### config.mk
export PLATFORM = sky130hd
export DESIGN_NAME = register_file
export DESIGN_NICKNAME = d
export VERILOG_FILES = /design/src/rtl/register_file_pkg.sv /design/src/rtl/register_file_rf_cell.sv /design/src/rtl/register_file.sv
export SDC_FILE = /design/constraint.sdc
export NUM_CORES = 1
export LEC_CHECK = 0
export CORE_MARGIN = 3
export CORE_UTILIZATION = 50
export DETAILED_ROUTE_END_ITERATION = 12
export GPL_TIMING_DRIVEN = 0
export MAX_ROUTING_LAYER = met4
export PLACE_DENSITY = 0.68
export SETUP_SLACK_MARGIN = 0.05
export SYNTH_ARGS = -nofsm -noshare
export SYNTH_HDL_FRONTEND = slang
export SYNTH_SLANG_ARGS = --single-unit
### constraint.sdc
create_clock -name clk -period 6.1 [get_ports clk]
set_input_delay 0.915 -clock clk [delete_from_list [all_inputs] [get_ports clk]]
set_output_delay 0.915 -clock clk [all_outputs]
set_load 0.05 [all_outputs]
### src/rtl/register_file_pkg.sv
// Shared encodings for the register file: operation select and read-port select.
package register_file_pkg;

  localparam int NBITS_DEF = 16;
  localparam int NUM_REGS  = 8;

  // Operation applied to every enabled register
  typedef enum logic [1:0] {
    CLEAR = 2'b00,
    LOAD  = 2'b01,
    DEC   = 2'b10,
    INC   = 2'b11
  } funsel_e;

  // Read-port select: general registers first, temporaries after
  localparam logic [2:0] SEL_R1 = 3'd0;
  localparam logic [2:0] SEL_R2 = 3'd1;
  localparam logic [2:0] SEL_R3 = 3'd2;
  localparam logic [2:0] SEL_R4 = 3'd3;
  localparam logic [2:0] SEL_T1 = 3'd4;
  localparam logic [2:0] SEL_T2 = 3'd5;
  localparam logic [2:0] SEL_T3 = 3'd6;
  localparam logic [2:0] SEL_T4 = 3'd7;

endpackage

### src/rtl/register_file_rf_cell.sv
// One storage cell: clear / load / decrement / increment when enabled, else hold.
module rf_cell
  import register_file_pkg::*;
#(
  parameter int NBits = NBITS_DEF
) (
  input  logic             clk,
  input  logic             rst,
  input  logic             en_i,
  input  funsel_e          funsel_i,
  input  logic [NBits-1:0] d_i,
  output logic [NBits-1:0] q_o
);

  logic [NBits-1:0] q_q, q_d;

  // Next value; arithmetic wraps naturally at NBits
  always_comb begin
    q_d = q_q;
    if (en_i) begin
      unique case (funsel_i)
        CLEAR:   q_d = '0;
        LOAD:    q_d = d_i;
        DEC:     q_d = q_q - NBits'(1);
        INC:     q_d = q_q + NBits'(1);
        default: q_d = q_q;
      endcase
    end
  end

  // State register, asynchronously cleared
  always_ff @(posedge clk or posedge rst) begin
    if (rst) q_q <= '0;
    else     q_q <= q_d;
  end

  assign q_o = q_q;

endmodule

### src/rtl/register_file.sv
// Eight-entry register file (R1-R4, T1-T4) with shared op select and two
// combinational read ports. Reads see pre-edge contents; there is no bypass.
module register_file
  import register_file_pkg::*;
#(
  parameter int NBits = NBITS_DEF
) (
  input  logic             clk,
  input  logic             rst,
  input  logic [NBits-1:0] i,
  input  logic [1:0]       funsel,
  input  logic [3:0]       rsel,
  input  logic [3:0]       tsel,
  input  logic [2:0]       outasel,
  input  logic [2:0]       outbsel,
  output logic [NBits-1:0] outa,
  output logic [NBits-1:0] outb
);

  // Index 0..3 = R1..R4, 4..7 = T1..T4, matching the read-select encoding
  logic [NUM_REGS-1:0]            en;
  logic [NUM_REGS-1:0][NBits-1:0] regs;

  assign en = {tsel, rsel};

  for (genvar g = 0; g < NUM_REGS; g++) begin : g_cell
    rf_cell #(.NBits(NBits)) u_cell (
      .clk      (clk),
      .rst      (rst),
      .en_i     (en[g]),
      .funsel_i (funsel_e'(funsel)),
      .d_i      (i),
      .q_o      (regs[g])
    );
  end

  // Two independent 8:1 read muxes
  always_comb begin
    outa = regs[outasel];
    outb = regs[outbsel];
  end

endmodule

# == Yosys cells after proc, flatten, opt, wreduce, memory -nomap -nowiden ==
# Cells that the tools add are included.
# word_totals
register_bits,128
latchBits,0
ramBits,0
romBits,0
in_bits,34
out_inout_bits,32
elab_cells,42
n_memories,0
# classes
addsub,16
n_mul,0
n_div,0
magnitude_cmp,2
n_eq_ne,3
shifts,0
muxes,12
n_bitwise,0
reduce_logical,1
# ops
op,n
$pmux W16 S4,8
$add A16 B1 Y16 const B,8
$sub A16 B1 Y16 const B,8
$bmux W16 S3,2
$mux W16,2
$lt A3 B4 Y1 const B,2
$eq A2 B2 Y1 const B,2
$eq A2 B1 Y1 const B,1
$logic_not A2 Y1,1

# == Logic depth before layout (Yosys ltp) ==
# Gate-level depths: netlist (run 1).
# logic_depth
ltp_word,2
ltp_mapped,12
depth_no_buf,10

# == Modules after synthesis ==
# From an unflattened synthesis (run 1), not the netlist that was laid out.
# unflattened
cells_unflattened,1546
area_unflattened_um2,13880.8
# by_module_without_submodules
mod,instances,cells_each,area_each_um2,seq_area_each_um2
rf_cell (g_cell[2].u_cell ...),6,177,1456.4,400.4
rf_cell (g_cell[0].u_cell ...),2,185,1500.2,400.4
register_file,1,114,2142.1,0.0

# == Worst setup path after synthesis (run 1) ==
# OpenSTA, ideal clock, no wires.
# synth_timing
path_kind,input -> register
from,in funsel[0]
to,reg g_cell[7].u_cell.q_q[15]
setup_ns,0.126
arrival_ns,6.786
required_time_ns,5.974
path_slack_ns,-0.812
cell_stages,12
path_buffers,2
cell_sequence,buf_1 > clkbuf_1 > nand2_1 > ha_1 > a21o_1 > a21oi_1 > o211ai_1 > a31o_1 > a31oi_1 > xor2_1 > mux2_1 > a221o_1
# synth_between
elab_chain_cells,2
word_cells_on_any_way,5
classes_between,eq/ne (3); mux (1); reduce/logical (1)
# synth_rtl
item,line,text
"start, declared",register_file.sv:11,"input logic [1:0] funsel,"
"$eq A2 B2 Y1, or another cell as far along",register_file_rf_cell.sv:21,unique case (funsel_i)
$pmux W16 S4 (*),register_file_rf_cell.sv:21,
"end signal, assigned",register_file_rf_cell.sv:34,else q_q <= q_d;
"end, declared",register_file_rf_cell.sv:15,"logic [NBits-1:0] q_q, q_d;"
# Every way passes the cells marked *; elsewhere a longest branch is shown, timed or not.
# A chain may end at the register's enable or synchronous reset.

# == Worst setup path in the final report (run 1) ==
# layout_timing
from,in funsel[1]
to,reg g_cell[7].u_cell.q_q[15]
# The elaborated chain is that of the path after synthesis.

==> results.md, run 1 <==
* Status: complete, no violations
* Final instance area at 0.0141 mm^2
* Input/output buffers at 57
* Starting Density at 0.510
* Top Ports at 66
* Cell repeated most along the worst path: clkbuf_1
* Antenna Cells at 0
* Max FFs per register at 128
* Initial antenna violation count at 0
* Worst vdd ir at 281 uV
* Post-CTS setup buffer count at 0
* Delay-heaviest family, CP: buffers and inverters
* Number of flops mapped to enable cells by yosys at 0
* Yosys reg bits at 128
* Synth cell types at 69
* Final min period at 5.77 ns
* FF-to-FF path depth at 9
* Total GRT Usage at 0.299
* Vias in the first global route at 10300
* First-pass GRT wire length at 59800 um
* Syn Inst Count at 1342
* Die X at 164 um
* Drt total wl at 38700 um
* Hold Crit Class: flip-flop to flip-flop
* Cell taking the most area after synthesis: dfrtp_1
* Cts bufs inserted at 17
* Buf+Inv Stages, Crit Path at 4
* WL/cell at 22.0 um
* Max-slew headroom at 0.345
* Path type of the worst setup path: input port to flip-flop
* R2r endpoint: g_cell[7].u_cell.q_o[15]$_DFFE_PP0P_
* Clk buf depth at 2
* Fin nets at 1598
* Initial DRT Pass Iterations at 5
* Data required, critical path at 6.42 ns
* Cell Area, Placed at 0.0135 mm^2
* Routability cong. at 0.961
* Critical Path Slowest Stage Cell: clkdlybuf4s50_1
* Largest net degree at the start of global routing at 125
* Dominant cells by area after synthesis: dfrtp_1 26%, ha_1 14%, mux4_2 12%
* Power Dens Cells at 407 mW/mm^2
* Max cap viols at 0
* Site Rows at 57
* Net Count, Synth at 1520
* CTS tree: done
* Routed Antenna Nets at 0
* Highest Clock Rate at 0.173 GHz
* Commonest non-fill, non-tap cells in the layout: 242 x a21oi_1, 136 x ha_1, 128 x dfrtp_1, 116 x nor2_1, 76 x nand2_1
* Gr ovfl total at 0
* Actual slew at the worst max-slew pin at 0.981 ns
* Clock-pin slew on the worst setup and hold paths at 0.07 ns
* Hold Path Sink: g_cell[1].u_cell.q_o[10]$_DFFE_PP0P_
* Avg Synthesized Cell Area at 9.27 um^2
* Crit share post-route at 0.946
* Reg2reg start: g_cell[7].u_cell.q_o[1]$_DFFE_PP0P_
* Finish-stage setup viols at 0
* Fin. Hold Viols at 0
* Setup TNS at 0 ns
* Hold path cells at 2
* Layout cell share with drive strength beyond 1 at 0.110
* Die Ht at 164 um
* Yosys warns at 0
* Hold-fix buffer count after cts at 0
* Core Area at 0.0244 mm^2
* # resized after CTS at 0
* RSZ-0062 raised after global routing: no
* CTS root buf: clkbuf_16
* Final Max Slew Viols at 0
* Area grow syn2layout at 13.2%
* Synth top area share at 0.257
* Setup crit end kind: flip-flop
* Cell Chain, Critical Path: clkdlybuf4s50_1 -> clkbuf_1 -> clkbuf_1 -> nand2_8 -> buf_16 -> ha_1 -> a21o_1 -> a21oi_1 -> o211ai_1 -> a31o_1 -> a31oi_1 -> xor2_1 -> mux2_1 -> a221o_1
* Crit path launch type: input port
* Leakage at 0.00583 uW
* Sink Count at 128
* Reg2reg setup slack at 3.09 ns
* Hold_sp: g_cell[1].u_cell.q_o[10]$_DFFE_PP0P_
* Main synth FF type: dfrtp_1
* DRT iter0 DRCs at 990
* Commonest non-fill, non-tap cell in the layout: a21oi_1
* Mapped Area at 0.0124 mm^2
* Vias per cell at 6.21
* DR DRC count at 0
* Via count at 10900
* Detailed Place HPWL at 29300 um
* Die area at 0.0268 mm^2
* Critical path data arrival time at 6.09 ns
* Skew final at 0.0122 ns
* # H-tree levels at 4
* CP max FO at 124
* Share of flip-flops with an asynchronous set or reset at 1.00
* Seq/Total Area, Yosys at 0.257
* Worst-skew pair later-pin latency at 0.43 ns
* Crit path largest cell delay at 0.68 ns
[metal layers]
layer | track usage | part of all wire
met5 | - | 0
met4 | 0.0807 | 0.024
met3 | 0.0532 | 0.080
met2 | 0.439 | 0.44
met1 | 0.429 | 0.46
[worst max-delay path by stage]
stage          startpoint                              endpoint  slack (ns)  cells after the start
4_1_cts         funsel[1]  g_cell[7].u_cell.q_o[15]$_DFFE_PP0P_        0.48                     14
2_1_floorplan   funsel[0]  g_cell[7].u_cell.q_o[15]$_DFFE_PP0P_        0.56                     12
5_1_grt         funsel[1]  g_cell[7].u_cell.q_o[15]$_DFFE_PP0P_        0.19                     14
6_report        funsel[1]  g_cell[7].u_cell.q_o[15]$_DFFE_PP0P_        0.33                     14
3_5_place_dp    funsel[1]  g_cell[7].u_cell.q_o[15]$_DFFE_PP0P_        0.04                     14
3_3_place_gp    funsel[1]  g_cell[7].u_cell.q_o[15]$_DFFE_PP0P_       -1.90                     13
[synth_stat cells, types with 3 or more instances]
cell type    n
a21oi_1    242
or3_1        5
dfrtp_1    128
o21a_1       7
clkbuf_1    56
o31ai_1      3
nand4_1     10
a31oi_1     28
nand3b_1     3
nor3_1       8
nand2b_1    12
nand2_1     77
and2_1      16
nor2b_1     13
nor2_1     116
buf_2        8
o221ai_1     4
mux2i_1     13
buf_1        9
nand3_1     19
o21ai_1     26
a221o_1      6
xor2_1      49
a21o_1      43
mux2_2      38
fa_1         8
o21bai_1     6
and4_1       3
or2_2        3
xnor2_1     53
a221oi_1     3
o21ai_0     50
inv_1       22
o211ai_1     7
mux4_2      64
ha_1       136
and3_1       5
[tightest hold or removal path: cells and delay by family (launching register included)]
family / cells / cell delay [ns]
AO/OA/AOI/OAI: 1 / 0.06
flip-flops: 1 / 0.39
multiplexers: 1 / 0.08
[metrics by stage]
| stage | setup WS [ns] | cells | total power (uW) | hold slack [ns] | util |
|---|---|---|---|---|---|
| 3_5_place_dp | 0.0373 | 1725 | 4600 | 0.553 | 0.553 |
| 2_1_floorplan | 0.560 | 1342 | 3810 | 0.506 | - |
| 4_1_cts | 0.483 | 1756 | 5690 | 0.565 | 0.578 |
| 6_report | 0.331 | 1756 | 5730 | 0.569 | 0.578 |
| 3_3_place_gp | -1.90 | 1723 | 4510 | 0.542 | 0.550 |
| 5_1_grt | 0.188 | 1756 | 6100 | 0.604 | 0.578 |
[report_power, final]
group / leakage [uW] / total, uW / internal (uW) / switching (uW)
logic: 0.00404 / 3220 / 1460 / 1750
clock network: 0.000290 / 1070 / 642 / 431
registers: 0.00150 / 1430 / 1090 / 347
total: 0.00583 / 5730 / 3190 / 2530
[cell type report]
class / instances / area [um^2]
buffer: 73 / 284
clock buffer: 18 / 429
clock inverter: 13 / 165
fill: 2157 / 10300
inverter: 22 / 87.6
multi-input combinational: 1119 / 8890
sequential: 128 / 3200
tap: 324 / 405
timing repair buffer: 59 / 626
[kinds of logic after synthesis]
logic type,Yosys count,synth area share
compound gates,461,0.220
fa+ha+maj,144,0.150
buf+inv,95,0.0295
flops,128,0.257
simple gates,295,0.109
xor+xnor,102,0.0718
mux,117,0.163
Power figures use the tool's default switching activity.
==> inputs of run 2 (changes only) <==
- CTS_CLUSTER_DIAMETER: not set -> 30
- GPL_TIMING_DRIVEN: 0 -> not set
==> results.md, run 2 (synthesis results as in run 1) <==
* Drt total wl at 35000 um (-9.7%)
* Vias per cell at 6.20 (-0.23%)
* Reg2reg start: g_cell[3].u_cell.q_o[0]$_DFFE_PP0P_
* DRT iter0 DRCs at 826 (-17%)
* Detailed Place HPWL at 24900 um (-15%)
* Post-CTS setup buffer count at 0 (unchanged)
* Gr ovfl total at 0 (unchanged)
* WL/cell at 20.5 um (-7.0%)
* Hold Path Sink: g_cell[1].u_cell.q_o[10]$_DFFE_PP0P_
* Initial DRT Pass Iterations at 5 (unchanged)
* RSZ-0062 raised after global routing: no
* Hold Crit Class: flip-flop to flip-flop
* Highest Clock Rate at 0.234 GHz (+35%)
* CP max FO at 32 (-74%)
* Max FFs per register at 128 (unchanged)
* Met2 Routed Length at 16100 um (-5.0%)
* Final min period at 4.28 ns (-1.49 ns)
* Finish-stage setup viols at 0 (unchanged)
* Hold_ws at 0.566 ns (-0.00239 ns)
* Total GRT Usage at 0.276 (-0.0237)
* Hold_sp: g_cell[1].u_cell.q_o[10]$_DFFE_PP0P_
* Site Rows at 57 (unchanged)
* Path type of the worst setup path: input port to primary output
* Data required, critical path at 5.18 ns (-1.24 ns)
* Clk buf depth at 2 (unchanged)
* Top routing layer in use: met4
* Die area at 0.0268 mm^2 (unchanged)
* Skew final at 0.0103 ns (-0.00187 ns)
* Layout cell share with drive strength beyond 1 at 0.123 (+0.0134)
* Hold path cells at 2 (unchanged)
* CTS root buf: clkbuf_16
* # H-tree levels at 4 (unchanged)
* Setup crit end kind: primary output
* M1 WL at 15900 um (-10%)
* Crit path launch type: input port
* Cell Chain, Critical Path: buf_2 -> mux4_2 -> mux2_2 -> clkdlybuf4s50_1
* Reg2reg setup slack at 3.16 ns (+0.07 ns)
* Critical Path Slowest Stage Cell: buf_2
* Worst-skew pair later-pin latency at 0.43 ns (about the same)
* # resized after CTS at 0 (unchanged)
* Buf+Inv Stages, Crit Path at 2 (-2)
* Final Max Slew Viols at 0 (unchanged)
* Delay-heaviest family, CP: buffers and inverters
* Commonest non-fill, non-tap cell in the layout: a21oi_1
* Max-slew headroom at 0.185 (-0.160)
* Starting Density at 0.510 (unchanged)
* Worst vdd ir at 307 uV (+9.2%)
* FF-to-FF path depth at 9 (unchanged)
* Fin. Hold Viols at 0 (unchanged)
* Power Dens Cells at 412 mW/mm^2 (+1.4%)
* Cts bufs inserted at 17 (unchanged)
* First-pass GRT wire length at 56700 um (-5.1%)
* Vias in the first global route at 10400 (+0.92%)
* Initial antenna violation count at 0 (unchanged)
* Status: complete, no violations
* DR DRC count at 0 (unchanged)
* Largest net degree at the start of global routing at 94 (-25%)
* Actual slew at the worst max-slew pin at 1.22 ns (+0.238 ns)
* Fin nets at 1548 (-3.1%)
* Critical path data arrival time at 3.36 ns (-2.73 ns)
* Commonest non-fill, non-tap cells in the layout: 242 x a21oi_1, 136 x ha_1, 128 x dfrtp_1, 116 x nor2_1, 76 x nand2_1
* CTS tree: done
* Area grow syn2layout at 12.4%
* Core Area at 0.0244 mm^2 (unchanged)
* Setup TNS at 0 ns (unchanged)
* Routability cong. at 0.894 (-7.0%)
* Die Ht at 164 um (unchanged)
* Hold-fix buffer count after cts at 0 (unchanged)
* Crit path largest cell delay at 0.77 ns (+0.09 ns)
* Sink Count at 128 (unchanged)
* Input/output buffers at 65 (+14%)
* Via count at 10600 (-3.1%)
* Max cap viols at 0 (unchanged)
* Leakage at 0.00582 uW (-0.17%)
* Crit share post-route at 0.702 (-0.244)
* Top Ports at 66 (unchanged)
* Antenna Cells at 0 (unchanged)
* Routed Antenna Nets at 0 (unchanged)
* Die X at 164 um (unchanged)
* Met3 routed WL at 2150 um (-31%)
* Clock-pin slew on the worst setup and hold paths at 0.06 ns (about the same)
* R2r endpoint: g_cell[3].u_cell.q_o[14]$_DFFE_PP0P_
-- run 2: report_power, final --
group / switching (uW) / leakage [uW] / internal, uW
Sequential: 345 / 0.00150 / 1090
Combinational: 1720 / 0.00402 / 1460
Clock: 428 / 0.000301 / 722
-- run 2: area by class of cell --
cell class	count	area [um^2]
Timing Repair Buffer	82	756
Fill cell	2189	10400
Inverter	22	87.6
Multi-Input combinational cell	1119	8890
Clock inverter	14	216
Tap cell	324	405
Sequential cell	128	3200
Clock buffer	17	425
-- run 2: worst max-delay path by stage --
stage	from	to	slack [ns]	cells past startpoint
final	outasel[0]	outa[10]	1.82	4
after CTS	outasel[0]	outa[8]	1.82	4
after floorplan	funsel[0]	g_cell[7].u_cell.q_o[15]$_DFFE_PP0P_	0.56	12
after detailed placement	funsel[0]	g_cell[4].u_cell.q_o[15]$_DFFE_PP0P_	1.47	12
after global routing	funsel[0]	g_cell[4].u_cell.q_o[15]$_DFFE_PP0P_	1.60	12
after global placement	funsel[0]	g_cell[4].u_cell.q_o[15]$_DFFE_PP0P_	1.59	12
-- run 2: per-layer routing --
metal,GRT usage,up-vias
met4,0.0777,0
met3,0.0361,49
met5,-,-
met1,0.380,5066
met2,0.430,377
li1,-,5079
-- run 2: metrics by stage --
stage | util | setup WS [ns] | area [um^2] | std cells | power, uW
floorplan | - | 0.560 | 12400 | 1342 | 3810
global placement | 0.547 | 1.59 | 13300 | 1675 | 4490
detailed placement | 0.547 | 1.47 | 13300 | 1675 | 4560
CTS | 0.573 | 1.82 | 14000 | 1706 | 5750
global route | 0.573 | 1.60 | 14000 | 1706 | 6170
finish | 0.573 | 1.82 | 14000 | 1706 | 5760
-- run 2: tightest hold or removal path: cells and delay by family (launching register included) --
family,cells,cell delay (ns)
mux,1,0.08
compound gates,1,0.07
flops,1,0.39
